File: config.mk
export PLATFORM = sky130hd
export DESIGN_NAME = dcache_controller
export DESIGN_NICKNAME = d
export VERILOG_FILES = /design/src/rtl/dcache_controller.sv
export SDC_FILE = /design/constraint.sdc
export NUM_CORES = 1
export LEC_CHECK = 0
export ABC_AREA = 1
export ABC_CLOCK_PERIOD_IN_PS = 3100
export BUFFER_PORTS_ARGS = -buffer_cell sky130_fd_sc_hd__clkbuf_2
export CAP_MARGIN = 5
export CORE_AREA = 10 10 470 472
export CTS_CLUSTER_DIAMETER = 60
export DETAILED_ROUTE_END_ITERATION = 6
export DIE_AREA = 0 0 480 482
export GPL_TIMING_DRIVEN = 0
export SETUP_SLACK_MARGIN = 0.5
export SYNTH_ARGS = -nofsm -noshare
export SYNTH_HDL_FRONTEND = slang
export SYNTH_SLANG_ARGS = --single-unit
File: constraint.sdc
create_clock -name clk_i -period 3.1 [get_ports clk_i]
set_input_delay 0.465 -clock clk_i [delete_from_list [all_inputs] [get_ports clk_i]]
set_output_delay 0.465 -clock clk_i [all_outputs]
set_load 0.01 [all_outputs]
File: src/rtl/dcache_controller.sv
// dcache_controller: 2-way dcache SRAM initiator with writeback/refill miss FSM; optional DCACHE_PERF_CNT_EN adds hit/miss counters
module dcache_controller #(
  parameter int TAG_W  = 23,
  parameter int IDX_W  = 4,
  parameter int LINE_W = 256
) (
  input  logic              clk_i,
  input  logic              rst_i,
  input  logic [31:0]       cpu_addr_i,
  input  logic [31:0]       cpu_data_i,
  input  logic              cpu_MemRead_i,
  input  logic              cpu_MemWrite_i,
  output logic [31:0]       cpu_data_o,
  output logic              cpu_stall_o,
  output logic [IDX_W-1:0]  sram_addr_o,
  output logic [TAG_W+1:0]  sram_tag_o,
  output logic [LINE_W-1:0] sram_data_o,
  output logic              sram_enable_o,
  output logic              sram_write_o,
  input  logic [TAG_W+1:0]  sram_tag_i,
  input  logic [LINE_W-1:0] sram_data_i,
  input  logic              sram_hit_i,
  output logic [31:0]       mem_addr_o,
  output logic [LINE_W-1:0] mem_data_o,
  output logic              mem_enable_o,
  output logic              mem_write_o,
  input  logic [LINE_W-1:0] mem_data_i,
  input  logic              mem_ack_i
`ifdef DCACHE_PERF_CNT_EN
  ,
  output logic [31:0]       hit_cnt_o,
  output logic [31:0]       miss_cnt_o
`endif
);
  localparam int OFF = 32 - TAG_W - IDX_W;
  localparam logic [2:0] IDLE = 3'd0, MISS = 3'd1, WRITEBACK = 3'd2, REFILL = 3'd3, REFILL_WR = 3'd4;
  logic [2:0]        state_q, state_d;
  logic [LINE_W-1:0] victim_q, victim_d, line_q, line_d;
  logic [TAG_W-1:0]  vtag_q, vtag_d;
  logic [TAG_W-1:0]  tag;
  logic [IDX_W-1:0]  idx;
  logic [OFF+2:0]    sh;
  logic              req, idle, wb, rf, rfw, wr_hit, dirty;
  logic              unused_ok;
  assign tag       = cpu_addr_i[31 -: TAG_W];
  assign idx       = cpu_addr_i[OFF +: IDX_W];
  assign sh        = {cpu_addr_i[OFF-1:2], 5'b0};
  assign unused_ok = ^cpu_addr_i[1:0];
  assign req       = cpu_MemRead_i | cpu_MemWrite_i;
  assign idle      = state_q == IDLE;
  assign wb        = state_q == WRITEBACK;
  assign rf        = state_q == REFILL;
  assign rfw       = state_q == REFILL_WR;
  assign wr_hit    = idle & cpu_MemWrite_i & sram_hit_i;
  assign dirty     = sram_tag_i[TAG_W+1] & sram_tag_i[TAG_W];
  assign cpu_stall_o   = rst_i & req & ~(idle & sram_hit_i);
  assign cpu_data_o    = rst_i ? sram_data_i[sh +: 32] : 32'h0;
  assign sram_addr_o   = idx;
  assign sram_tag_o    = {1'b1, wr_hit, tag};
  assign sram_enable_o = rst_i & (idle & req | rfw);
  assign sram_write_o  = rst_i & (wr_hit | rfw);
  assign sram_data_o   = rfw ? line_q
                             : (sram_data_i & ~({{(LINE_W-32){1'b0}}, 32'hFFFF_FFFF} << sh))
                               | ({{(LINE_W-32){1'b0}}, cpu_data_i} << sh);
  assign mem_enable_o  = wb | rf;
  assign mem_write_o   = wb;
  assign mem_addr_o    = wb ? {vtag_q, idx, {OFF{1'b0}}} : rf ? {tag, idx, {OFF{1'b0}}} : 32'h0;
  assign mem_data_o    = wb ? victim_q : '0;
  // miss sequencing: lookup, optional victim writeback, refill, SRAM line write
  always_comb begin
    state_d  = state_q;
    victim_d = victim_q;
    vtag_d   = vtag_q;
    line_d   = line_q;
    case (state_q)
      IDLE:      state_d = req & ~sram_hit_i ? MISS : IDLE;
      MISS: begin
        state_d  = dirty ? WRITEBACK : REFILL;
        victim_d = dirty ? sram_data_i : victim_q;
        vtag_d   = dirty ? sram_tag_i[TAG_W-1:0] : vtag_q;
      end
      WRITEBACK: state_d = mem_ack_i ? REFILL : WRITEBACK;
      REFILL: begin
        state_d = mem_ack_i ? REFILL_WR : REFILL;
        line_d  = mem_ack_i ? mem_data_i : line_q;
      end
      default:   state_d = IDLE;
    endcase
  end
  // state and line buffers; reset abandons any memory transaction in flight
  always_ff @(posedge clk_i or negedge rst_i) begin
    if (!rst_i) begin
      state_q  <= IDLE;
      victim_q <= '0;
      vtag_q   <= '0;
      line_q   <= '0;
    end else begin
      state_q  <= state_d;
      victim_q <= victim_d;
      vtag_q   <= vtag_d;
      line_q   <= line_d;
    end
  end
`ifdef DCACHE_PERF_CNT_EN
  logic        relook_q;
  logic [31:0] hit_q, miss_q;
  assign hit_cnt_o  = hit_q;
  assign miss_cnt_o = miss_q;
  // saturating hit/miss counters; the re-lookup hit after a refill is not a new hit
  always_ff @(posedge clk_i or negedge rst_i) begin
    if (!rst_i) begin
      relook_q <= 1'b0;
      hit_q    <= '0;
      miss_q   <= '0;
    end else begin
      relook_q <= rfw;
      hit_q    <= idle & req & sram_hit_i & ~relook_q & ~&hit_q ? hit_q + 32'd1 : hit_q;
      miss_q   <= idle & req & ~sram_hit_i & ~&miss_q ? miss_q + 32'd1 : miss_q;
    end
  end
`endif
endmodule

==> results_dict.tcl <==
set metrics [dict create \
    status "finished, final reports clean" \
    comb_power_share_pct 47.9 \
    detailedPlacementHpwl_um 276800 \
    slew_violations 0 \
    post-route-min-period_ns 3.028 \
    placedCellCount 8702 \
    root_buf_cell "sky130_fd_sc_hd__clkbuf_16" \
    count_of_buffers_from_port_buffering 1175 \
    grt_overflow 0 \
    dr_total_vias 42010 \
    setup_slack_ns 0.07199 \
    power_density_nw_per_um2 799.1 \
    vdd_drop_max_v 0.0005149 \
    grt_pass1_vias 40656 \
    critical_path_peak_fanout 7 \
    cts-htree-levels 3 \
    power_switching_share_pct 44.58 \
    initial_core_util_pct 14.55 \
    insertion_delay_ns 0.73 \
    grt_max_degree 101 \
    design.final.nets 7012 \
    sequential_cell_area_um2 13470 \
    yosys_register_bits 538 \
    cts.sink_count 538 \
    cts_tree "built" \
    areaGrowthSynthToFinish_pct 78.42 \
    postRouteWirelength_um 349800 \
    drt_drc_violations_left 0 \
    timing.clock.skew_ns 0.02237 \
    route.detailed.vias_per_inst 4.483 \
    design.die.area_um2 231400 \
    synth-seq-area-share_pct 43.79 \
    drtIter0Drc 4245 \
    min_path_type "input pin to register" \
    setup.worst_path.end_class "output port" \
    power_frac_clock_pct 23.9 \
    synth_top_area_share_pct 43.79 \
    clock_tree_buffer_depth 3 \
    filler_cell_count 23186 \
    gp_congestion 0.9339 \
    netlist_top_cells_area "sky130_fd_sc_hd__dfrtp_1, sky130_fd_sc_hd__nand2_1, sky130_fd_sc_hd__nor2_1" \
    net_switching_power_mw 19.54 \
    maxSlewHeadroom_pct 4.180 \
    ys_async_sr_fraction_pct 100.0 \
    gr-usage-all-layers_pct 28.75 \
    cp_data_required_time_ns 2.63 \
    ant_nets 0 \
    rsz0062_at_grt "yes" \
    core_area_um2 211200 \
    layout-drive-gt1-share_pct 32.97 \
    critical_path.startpoint_type "register" \
    routed_length_per_instance_um 37.33 \
    ys_types 27 \
    fin_tns_setup_ns 0 \
    hold_viol_final 0 \
    boundaryPins 1217 \
    max_cap_violations 0 \
    critPathArrivalTime_ns 2.56 \
    final_period_utilization_pct 97.68 \
    design_power_total_mw 43.84 \
    synth_cells 4691 \
    drt_pass_1_iters 6 \
    avgSynthCellArea_um2 6.554 \
    p_seq_share_pct 28.1 \
    post_synth_most_frequent_cells "sky130_fd_sc_hd__nand2_1, sky130_fd_sc_hd__nor2_1, sky130_fd_sc_hd__inv_1, sky130_fd_sc_hd__dfrtp_1, sky130_fd_sc_hd__o21ai_0" \
    synth_edf_count 0 \
    synth.cell_area_um2 30750 \
    finalCoreUtilization_pct 25.97 \
    grt_first_pass_wirelength_um 433800 \
    criticalPathCategory "register to output port" \
    synth-main-ff-cell "sky130_fd_sc_hd__dfrtp_1" \
    multi_input_area_um2 16630 \
    chipHeight_um 482 \
    p_leak_nw 28.37 \
    dieWidth_um 480 \
    antenna_found_initial 125 \
    fp-row-count 169 \
    maximum_clock_frequency_mhz 330.3 \
    clk_pin_slew_worst_paths_ns 0.05 \
    tritoncts.num_buffers 91 \
    worst_slew_pin_slew_ns 1.437 \
    p_int_mw 24.30 \
    pre_cts_slack_ns -2.171 \
    synthesis.yosys.warnings 0 \
    most_frequent_cell_after_synthesis "sky130_fd_sc_hd__nand2_1" \
    instances_no_fill 9371 \
    post-synth-top-area-cell "sky130_fd_sc_hd__dfrtp_1" \
    final_setup_violations 0 \
]
logic make-up (layout without fill, tap and decap cells):
logic type / count (synthesis) / count (layout) / share of synthesized area (%)
simple gates: 2560 / 2561 / 32.17
other cells: 2 / 83 / 0.02443
flops: 538 / 538 / 43.79
compound gates: 656 / 656 / 11.74
buf+inv: 935 / 2712 / 12.27
sequential cells by signal (all words and copies together), names as in the netlist:
signal and cells:
state_q 3, victim_q 256, vtag_q 23, line_q 256
cells in the final DEF (no fill, tap or decap), types with 10 or more instances in the layout:
cell                            netlist  layout
sky130_fd_sc_hd__a21oi_2              0      36
sky130_fd_sc_hd__nor2_4               1     110
sky130_fd_sc_hd__buf_16               0      19
sky130_fd_sc_hd__buf_6                1      67
sky130_fd_sc_hd__clkbuf_8             0     118
sky130_fd_sc_hd__a21oi_1            130      71
sky130_fd_sc_hd__nor2_1             588     423
sky130_fd_sc_hd__dlygate4sd3_1        0     307
sky130_fd_sc_hd__o21ai_0            284     279
sky130_fd_sc_hd__clkbuf_2            32    1001
sky130_fd_sc_hd__a22o_1              23      22
sky130_fd_sc_hd__buf_2               68      82
sky130_fd_sc_hd__buf_8                0      47
sky130_fd_sc_hd__nand3_1            195     185
sky130_fd_sc_hd__buf_12               0      42
sky130_fd_sc_hd__nand2_1           1766    1739
sky130_fd_sc_hd__diode_2              0      77
sky130_fd_sc_hd__nand3_2              1      10
sky130_fd_sc_hd__a31oi_4              0      84
sky130_fd_sc_hd__clkbuf_4             0      42
sky130_fd_sc_hd__dfrtp_1            538     536
sky130_fd_sc_hd__inv_6                0      16
sky130_fd_sc_hd__clkbuf_1           220     122
sky130_fd_sc_hd__a31oi_1            192      68
sky130_fd_sc_hd__a21oi_4              0      23
sky130_fd_sc_hd__nor2_2               1      57
sky130_fd_sc_hd__o21ai_1             27      29
sky130_fd_sc_hd__clkbuf_16            0     144
sky130_fd_sc_hd__inv_1              550     548
sky130_fd_sc_hd__nand2_2              3      22
sky130_fd_sc_hd__a31oi_2              0      40
sky130_fd_sc_hd__buf_4               35     109
per-stage QoR:
step                      instance area, um^2  hold WS [ns]
final                                   54860       0.04481
after detailed placement                40440        0.4654
after floorplan                         30760        0.1694
after global routing                    54710       0.03709
after CTS                               52870      0.001751
after global placement                  40170        0.4649
path summary, 6_finish.rpt:
check	from	endpoint	slack, ns	cells after the start
max	state_q[2]$_DFF_PN0_	sram_data_o[98]	0.07	7
max in group asynchronous	rst_i	victim_q[232]$_DFFE_PN0P_	1.01	5
min in group asynchronous	rst_i	state_q[0]$_DFF_PN0_	0.12	4
max reg2reg	state_q[1]$_DFF_PN0_	line_q[90]$_DFFE_PN0P_	0.20	10
min	sram_tag_i[14]	vtag_q[14]$_DFFE_PN0P_	0.04	3
min reg2reg	line_q[109]$_DFFE_PN0P_	line_q[109]$_DFFE_PN0P_	0.48	2
metal layers:
layer	share of wire (%)	GRT usage (%)	up-vias	wire length [um]
met5	0.11	0	-	395
met4	6.5	15.15	64	22720
met3	11	11.73	724	40000
met2	43	44.33	2963	151500
met1	39	34.15	20283	135200
li1	-	-	17976	-
power by group through the flow:
stage,sequential [mW],combinational [mW],clock (mW)
after CTS,12.2,19.8,10.6
after floorplan,11.5,7.33,0
after global placement,12.2,15.4,0
after detailed placement,12.2,15.6,0
after global routing,12.6,22.4,10.9
final,12.3,21.0,10.5
worst max-delay path, stage by stage (launching register included):
cell                       delay (ns)
sky130_fd_sc_hd__dfrtp_4         0.55
sky130_fd_sc_hd__buf_12          0.17
sky130_fd_sc_hd__nand2_8         0.15
sky130_fd_sc_hd__buf_16          0.22
sky130_fd_sc_hd__buf_16          0.19
sky130_fd_sc_hd__nor2_1          0.08
sky130_fd_sc_hd__a21oi_4         0.20
sky130_fd_sc_hd__clkbuf_8        0.21
area by class of cell:
cell class	count	share of cell area [%]
Clock inverter	45	0.8873
Antenna cell	77	0.3513
Buffer	377	5.818
Timing Repair Buffer	1616	23.08
Multi-Input combinational cell	3223	30.32
Clock buffer	116	4.639
Tap cell	2821	6.434
Inverter	558	3.912
Sequential cell	538	24.55
timing repair:
item	CTS	global route
endpoints found under the setup margin	955	997
endpoints found under the hold margin	496	0
pin swaps	67	47
hold buffers	310	0
setup buffers	51	25
gates resized for setup	1135	505
cloned	37	8
Power figures use the tool's default switching activity.
